--- config.mk ---
export PLATFORM = sky130hd
export DESIGN_NAME = instr_dec
export DESIGN_NICKNAME = d
export VERILOG_FILES = /design/src/rtl/mc_ctrl_pkg.sv /design/src/rtl/mc_ctrl_instr_dec.sv
export SDC_FILE = /design/constraint.sdc
export NUM_CORES = 1
export LEC_CHECK = 0
export BUFFER_PORTS_ARGS = -buffer_cell sky130_fd_sc_hd__buf_2
export CORE_AREA = 2 2 39 41
export DETAILED_ROUTE_END_ITERATION = 16
export DIE_AREA = 0 0 41 43
export GPL_TIMING_DRIVEN = 0
export RECOVER_POWER = 25
export SYNTH_ARGS = -nofsm -noshare
export SYNTH_HDL_FRONTEND = slang
export SYNTH_SLANG_ARGS = --single-unit
--- constraint.sdc ---
create_clock -name vclk -period 1.79
set_input_delay 0.2685 -clock vclk [all_inputs]
set_output_delay 0.2685 -clock vclk [all_outputs]
set_load 0.03 [all_outputs]
--- src/rtl/mc_ctrl_pkg.sv ---
// Shared codes for the multicycle MIPS-lite control path and its datapath muxes.
// Holds state encodings, opcode/funct constants, select codes and the class bundle.
package mc_ctrl_pkg;

    typedef enum logic [3:0] {
        S_FETCH  = 4'd0,
        S_DECODE = 4'd1,
        S_EXEC   = 4'd2,
        S_ALUWB  = 4'd3,
        S_MADDR  = 4'd4,
        S_MREAD  = 4'd5,
        S_MWB    = 4'd6,
        S_MWRITE = 4'd7,
        S_BRANCH = 4'd8,
        S_JUMP   = 4'd9
    } state_e;

    localparam logic [5:0] OP_RTYPE = 6'h00;
    localparam logic [5:0] OP_J     = 6'h02;
    localparam logic [5:0] OP_JAL   = 6'h03;
    localparam logic [5:0] OP_BEQ   = 6'h04;
    localparam logic [5:0] OP_ORI   = 6'h0d;
    localparam logic [5:0] OP_LUI   = 6'h0f;
    localparam logic [5:0] OP_LW    = 6'h23;
    localparam logic [5:0] OP_SW    = 6'h2b;

    localparam logic [5:0] F_JR     = 6'h08;
    localparam logic [5:0] F_ADDU   = 6'h21;
    localparam logic [5:0] F_SUBU   = 6'h23;
    localparam logic [5:0] F_SLT    = 6'h2a;

    localparam logic [1:0] NPC_PC4  = 2'b00;
    localparam logic [1:0] NPC_BEQ  = 2'b01;
    localparam logic [1:0] NPC_JMP  = 2'b10;
    localparam logic [1:0] NPC_JR   = 2'b11;

    localparam logic [2:0] ALU_ADDU = 3'b000;
    localparam logic [2:0] ALU_SUBU = 3'b001;
    localparam logic [2:0] ALU_OR   = 3'b010;
    localparam logic [2:0] ALU_SLT  = 3'b011;
    localparam logic [2:0] ALU_LUI  = 3'b100;

    localparam logic [1:0] RD_RT    = 2'b00;
    localparam logic [1:0] RD_RD    = 2'b01;
    localparam logic [1:0] RD_RA    = 2'b10;

    localparam logic [1:0] WD_ALU   = 2'b00;
    localparam logic [1:0] WD_DM    = 2'b01;
    localparam logic [1:0] WD_PC4   = 2'b10;

    localparam logic [1:0] EXT_ZERO = 2'b00;
    localparam logic [1:0] EXT_SIGN = 2'b01;
    localparam logic [1:0] EXT_LUI  = 2'b10;

    typedef struct packed {
        logic rtype_alu;
        logic ori;
        logic lui;
        logic lw;
        logic sw;
        logic beq;
        logic j;
        logic jal;
        logic jr;
        logic illegal;
    } cls_t;

    function automatic logic [2:0] alu_of(input logic       ori,
                                          input logic       lui,
                                          input logic [5:0] funct);
        if (ori)                 return ALU_OR;
        else if (lui)            return ALU_LUI;
        else if (funct == F_SUBU) return ALU_SUBU;
        else if (funct == F_SLT)  return ALU_SLT;
        else                     return ALU_ADDU;
    endfunction

endpackage

--- src/rtl/mc_ctrl_instr_dec.sv ---
// Instruction class decoder for mc_ctrl: op/funct to a one-hot class.
// Purely combinational; anything unsupported lands in the illegal class.
module instr_dec
    import mc_ctrl_pkg::*;
(
    input  logic [5:0] op,
    input  logic [5:0] funct,
    output cls_t       cls
);

    always_comb begin
        cls = '0;
        case (op)
            OP_RTYPE: begin
                case (funct)
                    F_ADDU, F_SUBU, F_SLT: cls.rtype_alu = 1'b1;
                    F_JR:                  cls.jr        = 1'b1;
                    default:               cls.illegal   = 1'b1;
                endcase
            end
            OP_ORI:  cls.ori     = 1'b1;
            OP_LUI:  cls.lui     = 1'b1;
            OP_LW:   cls.lw      = 1'b1;
            OP_SW:   cls.sw      = 1'b1;
            OP_BEQ:  cls.beq     = 1'b1;
            OP_J:    cls.j       = 1'b1;
            OP_JAL:  cls.jal     = 1'b1;
            default: cls.illegal = 1'b1;
        endcase
    end

endmodule

; Word-level counts from Yosys, hierarchy flattened
; Index checks and enable logic that the tools add are counted.
[totals]
ff_bits = 0
inputBits = 12
out_inout_bits = 10
wordCells = 28
[op_classes]
eq_ne = 11
muxes = 13
reduce_logical = 4
[op_table]
columns = cell, n
row1 = 6-bit == test (second input constant), 5
row2 = 6-bit by 4-bit == test with 1-bit output (second input constant), 3
row3 = 6-bit by 2-bit == test with 1-bit output (second input constant), 2
row4 = 1-bit two-way mux, 12
row5 = 7-bit OR reduction, 1
row6 = 6-bit by 3-bit == test with 1-bit output (second input constant), 1
row7 = 6-bit logical NOT, 1
row8 = 4-bit OR reduction, 1
row9 = 3-bit OR reduction, 1
row10 = 1-bit one-hot mux with 2 select lines, 1

; Longest topological paths before layout
; Gate-level depths: netlist (run 1).
[logic_depth]
word_depth = 4
ltp_mapped = 5
depth_no_buf = 4

; Worst setup path after synthesis (run 1)
; Ideal clock, no wire load.
[synth_path]
kind = input to output
from = in op[0]
to = out cls[5] (netlist bit)
arrival_time_ns = 1.577
required_ns = 1.521
setup_slack_ns = -0.056
cell_stages = 3
n_path_buf = 1
cell_sequence = clkbuf_2 > nand2_1 > nor4b_1
[synth_rtl]
columns = item, line
row1 = from (decl), mc_ctrl_instr_dec.sv:6  ; input logic [5:0] op,
row2 = to (decl), mc_ctrl_instr_dec.sv:8  ; output cls_t cls

==> impl_metrics.py, run 1 <==
metrics = {
    "status": {
        "run_status": "finished, violations left",
        "violations": "setup timing",
    },
    "sta": {
        "timing.slew.headroom_pct": 75.7,
        "period_minus_slack_ns": 1.87,
        "maxClockFrequency_ghz": 0.536,
        "final_layout_worst_hold_slack_ns": 0.853,
        "final_setup_viols": 2,
        "timing.final.crit_share_pct": 104,
        "final_max_slew_viol_count": 0,
        "timing_worst_slew_pin_value_ns": 0.366,
        "hold_violations": 0,
        "setup_slack_ns": -0.0752,
        "rsz0062_at_grt": "yes",
    },
    "global_route": {
        "wire_length_of_the_first_global_routing_pass_um": 938,
        "grt_antenna_before_repair": 0,
        "grt.total_usage_pct": 6.89,
        "first_global_vias": 249,
        "grt_overflow": 0,
        "grt_max_degree": 9,
    },
    "worst_setup_path": {
        "endpoint_kind_of_the_worst_setup_timing_path": "output port",
        "path_max_fanout": 3,
        "timing.critical_path.arrival_ns": 1.60,
        "worstSetupPathType": "primary input to output port",
        "timing.critical_path.required_ns": 1.52,
        "timing.critical_path.from_type": "primary input",
    },
    "logic_synthesis": {
        "synth_largest_area_cell": "nor2_1",
        "synthesis.instances": 33,
        "synth.lib_cells_used.distinct": 22,
        "syn-num-nets": 45,
        "syn-cell-area_um2": 199,
        "yosys.area.top_type_share_pct": 13.2,
        "synth-seq-area-share_pct": 0,
        "syn_area_per_cell_um2": 6.03,
        "synth-warning-count": 0,
        "synth_area_leaders": "nor2_1, nand2_1, or3_4",
    },
    "route": {
        "number_of_design_rule_violations_left_by_the_first_detailed_router_iteration": 3,
        "drt.antenna.violating_nets": 0,
        "route.met2.wl_um": 291,
        "vias": 314,
        "first_pass_iteration_count_of_the_detailed_router": 2,
        "wl_met1_um": 276,
        "topRoutingLayerUsed": "met3",
        "routed-wl-met3_um": 77,
        "drt-total-wl_um": 645,
        "wl_per_cell_um": 8.96,
        "post-route-drc-count": 0,
        "post_drt_via_cell_ratio": 4.36,
    },
    "floorplanning": {
        "io_pins": 22,
        "die_w_um": 41,
        "core-area_um2": 1380,
        "die_y_um": 43,
        "die-area_um2": 1760,
        "initial_core_util_pct": 14.4,
        "fp-row-count": 14,
    },
    "power": {
        "p_per_area_nw_per_um2": 159,
        "cellInternalPower_uw": 31.5,
        "power.share.sequential_pct": 0,
        "power_switching_uw": 31.1,
        "static-leakage-power_nw": 0.195,
        "ir_worst_vdd_uv": 60.9,
        "pwr-share-clk_pct": 0,
        "switching_share_pct": 49.6,
        "combinationalPowerShare_pct": 100.0,
    },
    "layout": {
        "final.fill_count": 155,
        "drive_above_1_share_pct": 51.8,
        "number_of_sequential_storage_elements": 0,
        "final.clkbuf_count": 0,
        "flow.area_growth_from_synthesis_pct": 97.5,
        "seq_area_um2": 0,
        "nets": 70,
        "total_inserted_antenna_cells": 0,
    },
    "run": {
        "drv.max_cap_violation_count": 0,
    },
    "hold_path": {
        "hold_path_class": "primary input to output port",
    },
    "place": {
        "preCtsSetupSlack_ns": -0.204,
        "dp_hpwl_um": 536,
        "buffer_ports.inserted": 21,
        "gp_congestion": 0.640,
    },
}
[through the flow]
| step | cell area, um2 | TNS, ns | utilization [%] | std cells | power (mW) |
|---|---|---|---|---|---|
| after floorplan | 213 | 0 | - | 33 | 0.0282 |
| after global placement | 338 | -0.437 | 24.4 | 70 | 0.0523 |
| after detailed placement | 338 | -0.444 | 24.4 | 70 | 0.0531 |
| after CTS | 390 | -0.284 | 28.2 | 72 | 0.0621 |
| after global routing | 393 | -0.213 | 28.4 | 72 | 0.0680 |
| final | 393 | -0.145 | 28.4 | 72 | 0.0626 |
[power by group through the flow]
| stage | Combinational, mW | Clock (mW) | Sequential (mW) |
|---|---|---|---|
| after global routing | 0.0680 | 0 | 0 |
| after detailed placement | 0.0531 | 0 | 0 |
| after floorplan | 0.0282 | 0 | 0 |
| final | 0.0626 | 0 | 0 |
| after CTS | 0.0621 | 0 | 0 |
| after global placement | 0.0523 | 0 | 0 |
[layout by cell type, fill, tap and decap left out, types with 2 or more instances in the layout]
master,count
buf_2,14
nor2_1,6
buf_6,5
nand2_1,3
nor3_1,2
nand3_1,2
inv_1,2
buf_4,2
[worst paths after layout]
check,depth (start not counted),startpoint,slack [ns],endpoint
worst max-delay path,6,op[4],-0.08,cls[0]
worst min-delay path,3,op[3],0.85,cls[6]
[logic make-up after synthesis]
family,count (synthesis),share of synthesized area (%)
mux,1,5.03
compound gates,4,15.1
buf+inv,3,6.29
simple gates,25,73.6
[synthesized netlist by cell type]
master and n:
o21ai_0 1, nor3_1 2, nor3b_1 1, or2b_1 1, or4_4 1, nor2_1 7, inv_1 2, a2bb2oi_1 1
and2b_1 1, or3_4 1, and3_1 1, nor2b_1 1, a211o_2 1, a31oi_1 1, nor4_1 1, nor4b_1 1
and4_1 1, nand3_1 2, nand2_1 3, clkbuf_2 1, mux2i_1 1, nand3b_1 1
[what timing repair did]
item                       in CTS  in global routing
hold buffers                    0                  0
setup endpoints to repair       3                  3
pin swaps                       4                  1
resized for setup              12                  1
hold endpoints to repair        0                  0
setup buffers                   2                  0
[critical path, cell delays in order]
cell,delay (ns)
buf_8,0.09
or4_4,0.52
or3_4,0.36
nor2_1,0.10
a211o_2,0.14
buf_6,0.12
[area by class of cell]
cell class / count / area [um2] / area share (%)
repair buffers: 23 / 160 / 40.8
inverters: 2 / 7.51 / 1.91
plain buffers: 1 / 5.00 / 1.27
well taps: 16 / 20.0 / 5.10
multi-input cells: 30 / 200 / 51.0
[metal layers]
| metal | up-vias | GRT usage, % |
|---|---|---|
| met2 | 16 | 12.5 |
| met1 | 131 | 8.54 |
| met4 | 0 | 0 |
| met5 | - | 0 |
| met3 | 0 | 1.05 |
| li1 | 167 | - |
No activity file was read; power rests on OpenSTA's default activity.
==> run 2, diff against run 1 <==
--- a/config.mk
+++ b/config.mk
@@ -5,11 +5,14 @@
 export SDC_FILE = /design/constraint.sdc
 export NUM_CORES = 1
 export LEC_CHECK = 0
-export BUFFER_PORTS_ARGS = -buffer_cell sky130_fd_sc_hd__buf_2
+export CELL_PAD_IN_SITES_DETAIL_PLACEMENT = 0
+export CELL_PAD_IN_SITES_GLOBAL_PLACEMENT = 2
 export CORE_AREA = 2 2 39 41
 export DETAILED_ROUTE_END_ITERATION = 16
 export DIE_AREA = 0 0 41 43
+export DONT_BUFFER_PORTS = 1
 export GPL_TIMING_DRIVEN = 0
+export PLACE_DENSITY_LB_ADDON = 0.1
 export RECOVER_POWER = 25
 export SYNTH_ARGS = -nofsm -noshare
 export SYNTH_HDL_FRONTEND = slang
==> constraint.sdc (replaced) <==
create_clock -name vclk -period 2.2
set_input_delay 0.33 -clock vclk [all_inputs]
set_output_delay 0.33 -clock vclk [all_outputs]
set_load 0.03 [all_outputs]
==> impl_metrics.py, run 2 (synthesis gave the netlist of run 1 again) <==
metrics = {
    "sta": {
        "final_setup_viols": 0,
        "timing.slew.headroom_pct": 6.11,
        "setup_tns_ns": 0,
        "final_max_slew_viol_count": 0,
        "rsz0062_at_grt": "no",
        "hold_violations": 0,
        "final_layout_worst_hold_slack_ns": 0.784,
        "period_minus_slack_ns": 2.07,
        "timing.final.crit_share_pct": 94.2,
        "timing_worst_slew_pin_value_ns": 1.39,
        "maxClockFrequency_ghz": 0.482,
    },
    "global_route": {
        "grt_antenna_before_repair": 0,
        "wire_length_of_the_first_global_routing_pass_um": 828,
        "grt.total_usage_pct": 6.29,
        "first_global_vias": 220,
        "grt_overflow": 0,
        "grt_max_degree": 9,
    },
    "layout": {
        "final.clkbuf_count": 0,
        "nets": 47,
        "flow.area_growth_from_synthesis_pct": 10.1,
        "total_inserted_antenna_cells": 0,
        "number_of_sequential_storage_elements": 0,
        "seq_area_um2": 0,
        "finish.instance_area_um2": 219,
        "layout_commonest_cell": "nor2_1",
        "final_core_utilization_pct": 15.8,
        "leading_cell_types_in_the_layout_fill_and_taps_excluded": "nor2_1, nand2_1, nor3_1, nand3_1, inv_1",
        "drive_above_1_share_pct": 12.1,
    },
    "route": {
        "post-route-drc-count": 0,
        "post_drt_via_cell_ratio": 4.96,
        "drt.antenna.violating_nets": 0,
        "number_of_design_rule_violations_left_by_the_first_detailed_router_iteration": 0,
        "wl_per_cell_um": 12.2,
        "drt-total-wl_um": 600,
        "first_pass_iteration_count_of_the_detailed_router": 1,
        "vias": 243,
    },
    "status": {
        "run_status": "completed",
    },
    "worst_setup_path": {
        "worstSetupPathType": "primary input to output port",
        "path_max_fanout": 8,
        "endpoint_kind_of_the_worst_setup_timing_path": "output port",
        "timing.critical_path.from_type": "primary input",
        "timing.critical_path.arrival_ns": 1.74,
        "timing.critical_path.required_ns": 1.87,
    },
    "power": {
        "static-leakage-power_nw": 0.0786,
        "p_total_uw": 24.3,
        "ir_worst_vdd_uv": 22.0,
        "p_per_area_nw_per_um2": 111,
    },
    "floorplanning": {
        "initial_core_util_pct": 14.4,
        "die-area_um2": 1760,
        "io_pins": 22,
        "die_w_um": 41,
        "die_y_um": 43,
        "core-area_um2": 1380,
        "fp-row-count": 14,
    },
    "place": {
        "buffer_ports.inserted": 0,
        "gp_congestion": 0.624,
        "post_detailed_placement_cell_area_um2": 219,
        "dp_hpwl_um": 519,
    },
    "run": {
        "drv.max_cap_violation_count": 0,
    },
    "hold_path": {
        "hold_path_class": "primary input to output port",
    },
    "cts": {
        "post_cts.repair.setup_buffers": 0,
        "post_cts.resized_instances": 0,
        "hold_buffer_count_at_cts": 0,
    },
}
run 2: changes by cell type in the layout (fill, tap and decap cells not counted), sizes merged:
| cell | previous run | this run |
|---|---|---|
| clkbuf | 2 | 1 |
| buf | 22 | 0 |
run 2: worst paths after layout:
check | startpoint | to | slack [ns] | cells past startpoint
worst max-delay path | op[0] | cls[5] | 0.13 | 3
worst min-delay path | op[2] | cls[5] | 0.78 | 1
run 2: metrics by stage:
step,instances,setup WS (ns)
final,49,0.127
after global routing,49,0.0991
after CTS,49,0.127
after detailed placement,49,0.135
after global placement,49,0.135
after floorplan,33,0.231
run 2: final cells by class:
cell class	instances	area, um2
Multi-Input combinational cell	30	186
Buffer	1	5.00
Tap cell	16	20.0
Fill cell	164	1160
Inverter	2	7.51
run 2: power breakdown:
group | internal [mW] | total, mW | switching (mW)
Sequential | 0 | 0 | 0
Clock | 0 | 0 | 0
Combinational | 0.0105 | 0.0243 | 0.0138
Total | 0.0105 | 0.0243 | 0.0138
run 2: critical path, cell delays in order:
cell      delay, ns
clkbuf_2       0.16
nand2_1        0.11
nor4b_1        1.15
run 2: layer usage:
| metal | global-route usage [%] | up-vias | part of all wire, % | routed length [um] |
|---|---|---|---|---|
| met2 | 10.3 | 17 | 46 | 273 |
| met4 | 0 | 0 | 0 | 0 |
| li1 | - | 122 | - | - |
| met3 | 0.524 | 0 | 15 | 89 |
| met1 | 9.18 | 104 | 40 | 237 |
| met5 | 0 | - | 0 | 0 |
